File: src/rtl/divider_pkg.sv
// Shared constants and helpers for the sequential signed divider.
package divider_pkg;

  localparam int unsigned DIV_WIDTH_DEFAULT = 32;

  localparam logic [1:0] DIV_IDLE   = 2'd0;
  localparam logic [1:0] DIV_DIVIDE = 2'd1;
  localparam logic [1:0] DIV_DONE   = 2'd2;

  // Bits needed to count 0..v-1 (minimum 1).
  function automatic int unsigned clog2(input int unsigned v);
    int unsigned r;
    r = 1;
    while ((64'(1) << r) < 64'(v)) r++;
    return r;
  endfunction

endpackage

File: src/rtl/div_restoring_step.sv
// One restoring shift-subtract iteration on unsigned magnitudes.
module div_restoring_step #(
  parameter int unsigned WIDTH = 32
) (
  input  logic [WIDTH-1:0] rem,
  input  logic             bit_in,
  input  logic [WIDTH:0]   dvs_mag,
  output logic [WIDTH-1:0] rem_next_c,
  output logic             q_bit_c
);

  logic [WIDTH:0]   shifted;
  logic [WIDTH-1:0] diff;

  // Shift in the next dividend bit, trial-subtract, restore on underflow.
  // The kept difference is always below the divisor, so WIDTH bits suffice.
  always_comb begin
    shifted    = {rem, bit_in};
    q_bit_c    = (shifted >= dvs_mag);
    diff       = shifted[WIDTH-1:0] - dvs_mag[WIDTH-1:0];
    rem_next_c = q_bit_c ? diff : shifted[WIDTH-1:0];
  end

endmodule

File: src/rtl/seq_signed_divider.sv
// Multi-cycle signed divider, one quotient bit per clock, truncating toward zero.
// Optional build macro SEQ_DIV_ZERO_FASTPATH_EN: divide-by-zero skips iteration.
module seq_signed_divider
  import divider_pkg::*;
#(
  parameter int unsigned WIDTH = DIV_WIDTH_DEFAULT
) (
  input  logic             clk,
  input  logic             rst_n,
  input  logic             start,
  input  logic [WIDTH-1:0] dividend,
  input  logic [WIDTH-1:0] divisor,
  output logic             busy,
  output logic             done,
  output logic [WIDTH-1:0] quotient,
  output logic [WIDTH-1:0] remainder,
  output logic             div_by_zero
);

  localparam int unsigned CNT_W = clog2(WIDTH);

  logic [1:0]       state_q, state_d;
  logic [CNT_W-1:0] cnt_q, cnt_d;
  logic [WIDTH-1:0] dvd_sh_q, dvd_sh_d;
  logic [WIDTH:0]   dvs_mag_q, dvs_mag_d;
  logic [WIDTH-1:0] rem_q, rem_d;
  logic [WIDTH-1:0] quo_q, quo_d;
  logic             dvd_neg_q, dvd_neg_d;
  logic             q_neg_q, q_neg_d;
  logic             dz_q, dz_d;

  logic             busy_d, done_d, div_by_zero_d;
  logic [WIDTH-1:0] quotient_d, remainder_d;

  logic [WIDTH-1:0] dvd_mag_c, dvs_mag_c;
  logic [WIDTH-1:0] step_rem_c;
  logic             step_q_c;
  logic             accept_c;
  logic [WIDTH-1:0] res_q_c, res_r_c;

  div_restoring_step #(.WIDTH(WIDTH)) u_step (
    .rem        (rem_q),
    .bit_in     (dvd_sh_q[WIDTH-1]),
    .dvs_mag    (dvs_mag_q),
    .rem_next_c (step_rem_c),
    .q_bit_c    (step_q_c)
  );

  // Operand magnitudes and sign-corrected results.
  always_comb begin
    dvd_mag_c = dividend[WIDTH-1] ? WIDTH'(0) - dividend : dividend;
    dvs_mag_c = divisor[WIDTH-1]  ? WIDTH'(0) - divisor  : divisor;
    accept_c  = start && ((state_q == DIV_IDLE) || (state_q == DIV_DONE));
    res_q_c   = dz_q ? '1 : (q_neg_q ? WIDTH'(0) - quo_q : quo_q);
    res_r_c   = dvd_neg_q ? WIDTH'(0) - rem_q : rem_q;
  end

  // Next-state, datapath and registered-output logic.
  always_comb begin
    state_d       = state_q;
    cnt_d         = cnt_q;
    dvd_sh_d      = dvd_sh_q;
    dvs_mag_d     = dvs_mag_q;
    rem_d         = rem_q;
    quo_d         = quo_q;
    dvd_neg_d     = dvd_neg_q;
    q_neg_d       = q_neg_q;
    dz_d          = dz_q;
    done_d        = 1'b0;
    quotient_d    = quotient;
    remainder_d   = remainder;
    div_by_zero_d = div_by_zero;

    case (state_q)
      DIV_IDLE: ;
      DIV_DIVIDE: begin
        rem_d    = step_rem_c;
        quo_d    = {quo_q[WIDTH-2:0], step_q_c};
        dvd_sh_d = {dvd_sh_q[WIDTH-2:0], 1'b0};
        cnt_d    = cnt_q + CNT_W'(1);
        if (cnt_q == CNT_W'(WIDTH - 1)) state_d = DIV_DONE;
      end
      DIV_DONE: begin
        done_d        = 1'b1;
        quotient_d    = res_q_c;
        remainder_d   = res_r_c;
        div_by_zero_d = dz_q;
        state_d       = DIV_IDLE;
      end
      default: state_d = DIV_IDLE;
    endcase

    // Acceptance overrides the DONE->IDLE return for back-to-back divides.
    if (accept_c) begin
      state_d   = DIV_DIVIDE;
      cnt_d     = '0;
      dvd_sh_d  = dvd_mag_c;
      dvs_mag_d = {1'b0, dvs_mag_c};
      rem_d     = '0;
      quo_d     = '0;
      dvd_neg_d = dividend[WIDTH-1];
      q_neg_d   = dividend[WIDTH-1] ^ divisor[WIDTH-1];
      dz_d      = (divisor == '0);
`ifdef SEQ_DIV_ZERO_FASTPATH_EN
      // Preload the remainder the iterations would have produced.
      if (divisor == '0) begin
        state_d = DIV_DONE;
        rem_d   = dvd_mag_c;
      end
`endif
    end

    busy_d = (state_d == DIV_DIVIDE);
  end

  // State and output registers.
  always_ff @(posedge clk or negedge rst_n) begin
    if (!rst_n) begin
      state_q     <= DIV_IDLE;
      cnt_q       <= '0;
      dvd_sh_q    <= '0;
      dvs_mag_q   <= '0;
      rem_q       <= '0;
      quo_q       <= '0;
      dvd_neg_q   <= 1'b0;
      q_neg_q     <= 1'b0;
      dz_q        <= 1'b0;
      busy        <= 1'b0;
      done        <= 1'b0;
      quotient    <= '0;
      remainder   <= '0;
      div_by_zero <= 1'b0;
    end else begin
      state_q     <= state_d;
      cnt_q       <= cnt_d;
      dvd_sh_q    <= dvd_sh_d;
      dvs_mag_q   <= dvs_mag_d;
      rem_q       <= rem_d;
      quo_q       <= quo_d;
      dvd_neg_q   <= dvd_neg_d;
      q_neg_q     <= q_neg_d;
      dz_q        <= dz_d;
      busy        <= busy_d;
      done        <= done_d;
      quotient    <= quotient_d;
      remainder   <= remainder_d;
      div_by_zero <= div_by_zero_d;
    end
  end

endmodule

File: config.mk
export PLATFORM = sky130hd
export DESIGN_NAME = seq_signed_divider
export DESIGN_NICKNAME = d
export VERILOG_FILES = /design/src/rtl/divider_pkg.sv /design/src/rtl/div_restoring_step.sv /design/src/rtl/seq_signed_divider.sv
export SDC_FILE = /design/constraint.sdc
export NUM_CORES = 1
export LEC_CHECK = 0
export CORE_MARGIN = 8
export CORE_UTILIZATION = 32
export CTS_CLUSTER_DIAMETER = 100
export CTS_CLUSTER_SIZE = 40
export DETAILED_ROUTE_END_ITERATION = 12
export PLACE_DENSITY_LB_ADDON = 0.08
export SLEW_MARGIN = 20
export SYNTH_ARGS = -nofsm -noshare
export SYNTH_HDL_FRONTEND = slang
export SYNTH_SLANG_ARGS = --single-unit
File: constraint.sdc
create_clock -name clk -period 3 [get_ports clk]
set_input_delay 0.45 -clock clk [delete_from_list [all_inputs] [get_ports clk]]
set_output_delay 0.45 -clock clk [all_outputs]
set_load 0.01 [all_outputs]
==> results of run 1 <==
==> power by group <==
part	switching [uW]	internal, uW
sequential	964	3870
clock	1070	849
combinational	5980	5100
total	8010	9810
==> sequential cells by signal (all words and copies together) (netlist names) <==
name         flops
remainder       32
done             1
div_by_zero      1
state_q          2
quotient        32
dvd_sh_q        32
dvd_neg_q        1
dvs_mag_q       32
q_neg_q          1
quo_q           32
rem_q           32
busy             1
dz_q             1
cnt_q            5
==> worst max-delay path, delay by kind of cell, from the launching register on <==
family | cells | cell delay (ns)
AOI/OAI and AO/OA | 2 | 0.35
xor gates and xnor gates | 1 | 0.10
and+or+nand+nor | 5 | 1.97
DFF | 1 | 0.40
==> worst paths after layout <==
| path | startpoint | endpoint | slack [ns] | cells after the start |
|---|---|---|---|---|
| worst max-delay path | quo_q[17]$_DFFE_PN0P_ | quotient[29]$_DFFE_PN0P_ | 0.04 | 8 |
| worst max register to register | quo_q[17]$_DFFE_PN0P_ | quotient[29]$_DFFE_PN0P_ | 0.04 | 8 |
| worst min-delay path | rst_n | remainder[11]$_DFFE_PN0P_ | 0.006 | 1 |
| max in group asynchronous | rst_n | q_neg_q$_DFFE_PN0P_ | 2.16 | 2 |
| min in group clk | quotient[31]$_DFFE_PN0P_ | quotient[31]$_DFFE_PN0P_ | 0.48 | 2 |
| worst min register to register | quotient[31]$_DFFE_PN0P_ | quotient[31]$_DFFE_PN0P_ | 0.48 | 2 |
==> metal layers <==
layer,global-route usage,vias up,routed length [um]
li1,-,5398,-
met1,0.241,4949,18500
met2,0.235,185,15100
met3,0.0166,17,1440
met4,0.0199,0,275
met5,0,-,0
==> metrics by stage <==
stage	setup TNS (ns)	hold slack (ns)	std cells	util
floorplan	0	0.154	1381	-
global placement	-0.403	0.456	2093	0.401
detailed placement	-0.926	0.464	2093	0.401
CTS	0	0.0289	2113	0.413
global route	-0.199	0.0520	2113	0.415
finish	0	0.00575	2113	0.415
==> final cells by class <==
| type | count | area share |
|---|---|---|
| clock buffer | 13 | 0.0208 |
| multi-input combinational | 1037 | 0.428 |
| timing repair buffer | 285 | 0.162 |
| inverter | 55 | 0.0132 |
| sequential | 205 | 0.328 |
| clock inverter | 7 | 0.00624 |
| tap | 511 | 0.0409 |
==> cells in the mapped netlist (3+ instances only) <==
| cell | number | share of area |
|---|---|---|
| dfrtp_1 | 205 | 0.42 |
| nand2_1 | 179 | 0.055 |
| o21ai_0 | 167 | 0.068 |
| xor2_1 | 111 | 0.079 |
| clkbuf_1 | 71 | 0.022 |
| nand3_1 | 68 | 0.028 |
| a21oi_1 | 58 | 0.024 |
| nor2_1 | 55 | 0.017 |
| inv_1 | 54 | 0.017 |
| ha_1 | 38 | 0.039 |
| o31ai_1 | 35 | 0.021 |
| xnor2_1 | 31 | 0.022 |
| a22o_1 | 30 | 0.021 |
| a22oi_1 | 29 | 0.018 |
| or4_1 | 19 | 0.012 |
| nand4_1 | 16 | 0.0082 |
| o41ai_1 | 15 | 0.011 |
| nor2b_1 | 14 | 0.0072 |
| nor4_1 | 13 | 0.0066 |
| or3_1 | 13 | 0.0066 |
| buf_1 | 12 | 0.0037 |
| nand2b_1 | 12 | 0.0061 |
| nor3_1 | 12 | 0.0049 |
| a21o_1 | 11 | 0.0068 |
| a32oi_1 | 11 | 0.0079 |
| o21ai_1 | 10 | 0.0041 |
| mux2i_1 | 7 | 0.0057 |
| a31oi_1 | 6 | 0.0031 |
| and3_1 | 6 | 0.0031 |
| o21a_1 | 5 | 0.0031 |
| o22a_1 | 5 | 0.0036 |
| a211oi_1 | 4 | 0.0025 |
| and4_1 | 4 | 0.0029 |
| o21bai_1 | 4 | 0.0025 |
| nand4b_1 | 3 | 0.0021 |
| o211ai_1 | 3 | 0.0018 |
| or4_4 | 3 | 0.0028 |
==> kinds of logic after synthesis <==
logic type / after synthesis
AND/OR/NAND/NOR: 431
AO/OA/AOI/OAI: 417
flip-flops: 205
XOR/XNOR: 142
buffers and inverters: 139
adder cells (fa/ha/maj): 39
multiplexers: 8
==> what timing repair did <==
| item | 4_1_cts | 5_1_grt |
|---|---|---|
| hold endpoints to repair | 0 | 0 |
| hold buffers | 0 | 0 |
| endpoints found under the setup margin | 2 | 34 |
| resized for setup | 2 | 19 |
| pin swaps | 0 | 5 |
==> impl_metrics.csv, run 1 <==
group,metric,value,unit
outcome,status,"finished, final reports clean",
power_and_ir_drop,peakVddDrop,0.488,mV
critical_path,critical-path-max-stage-delay,0.55,ns
die,rows,71,
placed_design,place_congestion,0.852,
layout,multiInputGateArea,6700,um^2
layout,final_cell_mix,"dfrtp_1, nand2_1, o21ai_0",
global_route,grt_use_total,0.156,
critical_path,path_cells,"or4_4 -> or3_4 -> or4_4 -> or4_4 -> o41ai_4 -> xnor2_1 -> o21ai_1 -> nand2_1",
layout,final_common_cell,"dfrtp_1",
clocking,post_cts_buffers,0,
synth,synthAdderAreaFrac,0.0405,
synth,async_flop_share,1.00,
placed_design,dp_slack,-0.232,ns
critical_path,cp_slowest_cell,"or4_4",
placed_design,placed_area,15100,um^2
die,dieWidth,212,um
layout,nFillCells,3812,
synth,synth_compound_area_frac,0.218,
synth,yosysSeqAreaShare,0.419,
detailed_routing,dr.pass1.iters,5,
placed_design,portBuffers,133,
global_route,grt_pass1_vias,10500,
synth,synth_nets,1487,
clocking,cts_buffer_depth,3,
sta,min_period,2.96,ns
clocking,cts_root_buffer,"clkbuf_16",
die,pin_count,134,
layout,diodes,0,
detailed_routing,drc_errors,0,
layout,postLayoutCellArea,15600,um^2
detailed_routing,viasPerCell,4.99,
clocking,cts_tree,"built",
sta,max-slew-margin-rel,0.336,
synth,synth-seq-cells,205,
synth,synth_edf_count,0,
sta,slew_viol_final,0,
clocking,htreeDepth,1,
synth,ys.flop_type,"dfrtp_1",
sta,min_period_over_period,0.986,
layout,layout.nets,1702,
layout,syn_to_final_growth,27.9,%
detailed_routing,drt-total-wl,35300,um
sta,rsz0062_at_grt,"yes",
clocking,clock-sinks,205,
critical_path,cp_common_cell,"or4_4",
sta,skew,0.0406,ns
clocking,clk_latency,0.50,ns
clocking,clkTransAtPathRegs,0.12,ns
synth,ys_types,70,
hold_path,min_path_type,"in2async",
sta,tightest_slew,0.995,ns
sta,setup_viol,0,
placed_design,place_hpwl,27100,um
sta,hold_violations,0,
detailed_routing,dr_total_vias,10500,
die,start_util,0.325,
layout,ff_latch_area,5130,um^2
critical_path,crit_type,"reg2reg",
power_and_ir_drop,fin_total_pwr,17800,uW
synth,synth_top_family_by_area,"compound AO/OA/AOI/OAI gates",
layout,drive_gt1_frac,0.131,
synth,synth-simple-area-share,0.171,
sta,worst_slack,0.0418,ns
die,die_h,212,um
synth,synthXorXnorAreaFrac,0.102,
die,core-area,37700,um^2
global_route,grt_max_degree,82,
sta,fmax,338,MHz
power_and_ir_drop,leakagePower,0.00681,uW
detailed_routing,ant_nets,0,
detailed_routing,drt-initial-drc-count,635,
synth,syn_inst,1381,
critical_path,worstSetupEndpointType,"register",
power_and_ir_drop,power_density,1140,nW/um^2
critical_path,crit_arrival,3.32,ns
critical_path,start_kind,"register",
global_route,grt_pass1_wl,57800,um
synth,avgSynthCellArea,8.86,um^2
critical_path,worst-path-max-fanout,4,
clocking,cts_made_buffers,12,
run,drv_cap,0,
detailed_routing,avgRoutedWirePerCell,16.7,um
critical_path,worst_ep_required_time,3.37,ns
synth,yosys_warnings,0,
global_route,overflow,0,
die,dieArea,44700,um^2
synth,syn_area,12200,um^2
synth,synth.area.mux_share,0.00665,
global_route,antenna_found_initial,0,
(Power assumes the default switching activity.)
==> run 2, diff against run 1 <==
==> constraint.sdc (replaced) <==
create_clock -name clk -period 3.3 [get_ports clk]
set_input_delay 0.495 -clock clk [delete_from_list [all_inputs] [get_ports clk]]
set_output_delay 0.495 -clock clk [all_outputs]
set_load 0.01 [all_outputs]
==> run 2 against run 1 <==
Highest routed layer unchanged. Count of clock-buffer cells in the layout stayed put. Clock skew grew 0.014 ns. Total power shrank 12%. Sequential power is 7.9% lower. Worst setup slack improved by 0.13 ns. Die area is the same. Global-route usage is 0.078 points higher. Non-clock buffer count shrank 60. Largest cell class unchanged. Register-to-register slack better by 0.13 ns. Fmax shrank 5.4%. Sequential share of layout area is 1.1 points higher.
==> impl_metrics.csv, run 2 (synthesis gave the netlist of run 1 again) <==
group,metric,value,unit
clocking,cts_made_buffers,13,
sta,skew,0.0548,ns
layout,diodes,0,
detailed_routing,avgRoutedWirePerCell,17.4,um
die,dieArea,44700,um^2
sta,hold_violations,0,
outcome,status,"finished, final reports clean",
sta,slew_viol_final,0,
detailed_routing,dr_total_vias,10500,
detailed_routing,drc_errors,0,
layout,layoutNonFillerInstCount,2054,
clocking,post_cts_buffers,0,
layout,postLayoutCellArea,15100,um^2
layout,utilization,0.401,
detailed_routing,drt-total-wl,35800,um
detailed_routing,dr.pass1.iters,5,
detailed_routing,drt-initial-drc-count,592,
run,drv_cap,0,
detailed_routing,viasPerCell,5.09,
die,dieWidth,212,um
clocking,cts_buffer_depth,3,
sta,tns,0,ns
layout,syn_to_final_growth,23.6,%
critical_path,crit_arrival,3.50,ns
sta,fmax,320,MHz
placed_design,dp_cells,2033,
detailed_routing,highest_layer,"met4",
sta,setup_viol,0,
clocking,clk_latency,0.52,ns
die,rows,71,
sta,min_period_over_period,0.947,
power_and_ir_drop,power_density,1040,nW/um^2
critical_path,start_kind,"register",
critical_path,worstSetupEndpointType,"register",
critical_path,worst_ep_required_time,3.67,ns
layout,final_cell_mix,"dfrtp_1, nand2_1, o21ai_0",
die,core-area,37700,um^2
hold_path,min_path_type,"in2async",
clocking,clock-sinks,205,
sta,tightest_slew,0.939,ns
placed_design,place_congestion,0.883,
clocking,cts-resized-gates,0,
placed_design,portBuffers,133,
sta,min_period,3.13,ns
die,start_util,0.325,
clocking,cts_tree,"built",
clocking,clkTransAtPathRegs,0.09,ns
clocking,htreeDepth,1,
global_route,grt_pass1_wl,57800,um
layout,layout.nets,1643,
power_and_ir_drop,leakagePower,0.00652,uW
sta,max-slew-margin-rel,0.374,
detailed_routing,met1Wirelength,18400,um
detailed_routing,ant_nets,0,
global_route,grt_use_total,0.156,
detailed_routing,wl_met2,15300,um
layout,drive_gt1_frac,0.0875,
global_route,grt_pass1_vias,10300,
sta,fin_hold_ws,0.0198,ns
layout,final_common_cell,"dfrtp_1",
global_route,overflow,0,
die,pin_count,134,
global_route,grt_max_degree,73,
placed_design,placed_area,14700,um^2
clocking,cts_root_buffer,"clkbuf_16",
power_and_ir_drop,peakVddDrop,0.372,mV
critical_path,crit_type,"reg2reg",
clocking,ctsHoldBuffers,0,
placed_design,place_hpwl,27100,um
detailed_routing,wl_met3,1540,um
die,die_h,212,um
critical_path,worst-path-max-fanout,21,
sta,rsz0062_at_grt,"no",
global_route,antenna_found_initial,0,
-- run 2: critical path, stage by stage, from the launching register on --
cell and delay, ns:
dfrtp_1 0.49, ha_1 0.34, buf_4 0.16, o21ai_0 0.17
o22a_1 0.18, a21oi_1 0.09, nand4bb_1 0.24, nand2_1 0.18
o311a_1 0.38, buf_4 0.33, buf_4 0.16, nand2_1 0.05
a32o_1 0.24
-- run 2: final cells by class --
| type | instances | area [um^2] |
|---|---|---|
| Clock buffer | 13 | 325 |
| Clock inverter | 8 | 113 |
| Fill cell | 3884 | 22500 |
| Inverter | 55 | 206 |
| Multi-Input combinational cell | 1037 | 6600 |
| Sequential cell | 205 | 5130 |
| Tap cell | 511 | 639 |
| Timing Repair Buffer | 225 | 2100 |
-- run 2: final timing paths --
check	start	end	slack [ns]	cells past startpoint
max	rem_q[5]$_DFFE_PN0P_	rem_q[2]$_DFFE_PN0P_	0.17	12
min	rst_n	remainder[11]$_DFFE_PN0P_	0.02	1
max reg2reg	rem_q[5]$_DFFE_PN0P_	rem_q[2]$_DFFE_PN0P_	0.17	12
min reg2reg	quotient[31]$_DFFE_PN0P_	quotient[31]$_DFFE_PN0P_	0.47	2
max in group asynchronous	rst_n	q_neg_q$_DFFE_PN0P_	2.47	2
min in group clk	quotient[31]$_DFFE_PN0P_	quotient[31]$_DFFE_PN0P_	0.47	2
-- run 2: routing by layer --
layer / global-route usage / vias to the layer above
met3: 0.0163 / 27
met4: 0.0283 / 0
met2: 0.237 / 180
li1: - / 5270
met1: 0.238 / 4980
met5: 0 / -
-- run 2: metrics by stage --
step                      setup WS, ns  power [uW]
after floorplan                  0.339       10400
after global placement          0.0764       13800
after detailed placement        0.0515       13900
after CTS                        0.170       15800
after global routing            0.0122       17100
final                            0.173       15700
-- run 2: report_power, final --
part | total, uW | switching, uW | internal (uW)
clock | 1870 | 1010 | 859
sequential | 4450 | 936 | 3520
combinational | 9380 | 5180 | 4200
total | 15700 | 7130 | 8580
==> run 3, diff against run 2 <==
==> constraint.sdc (replaced) <==
create_clock -name clk -period 3.3 [get_ports clk]
set_input_delay 0.495 -clock clk [delete_from_list [all_inputs] [get_ports clk]]
set_output_delay 0.495 -clock clk [all_outputs]
set_load 0.05 [all_outputs]
==> results of run 3 <==
The final DEF is identical to that of run 2. Status: finished, final reports clean.
Main changes from that run: total power 15700 uW -> 16300 uW
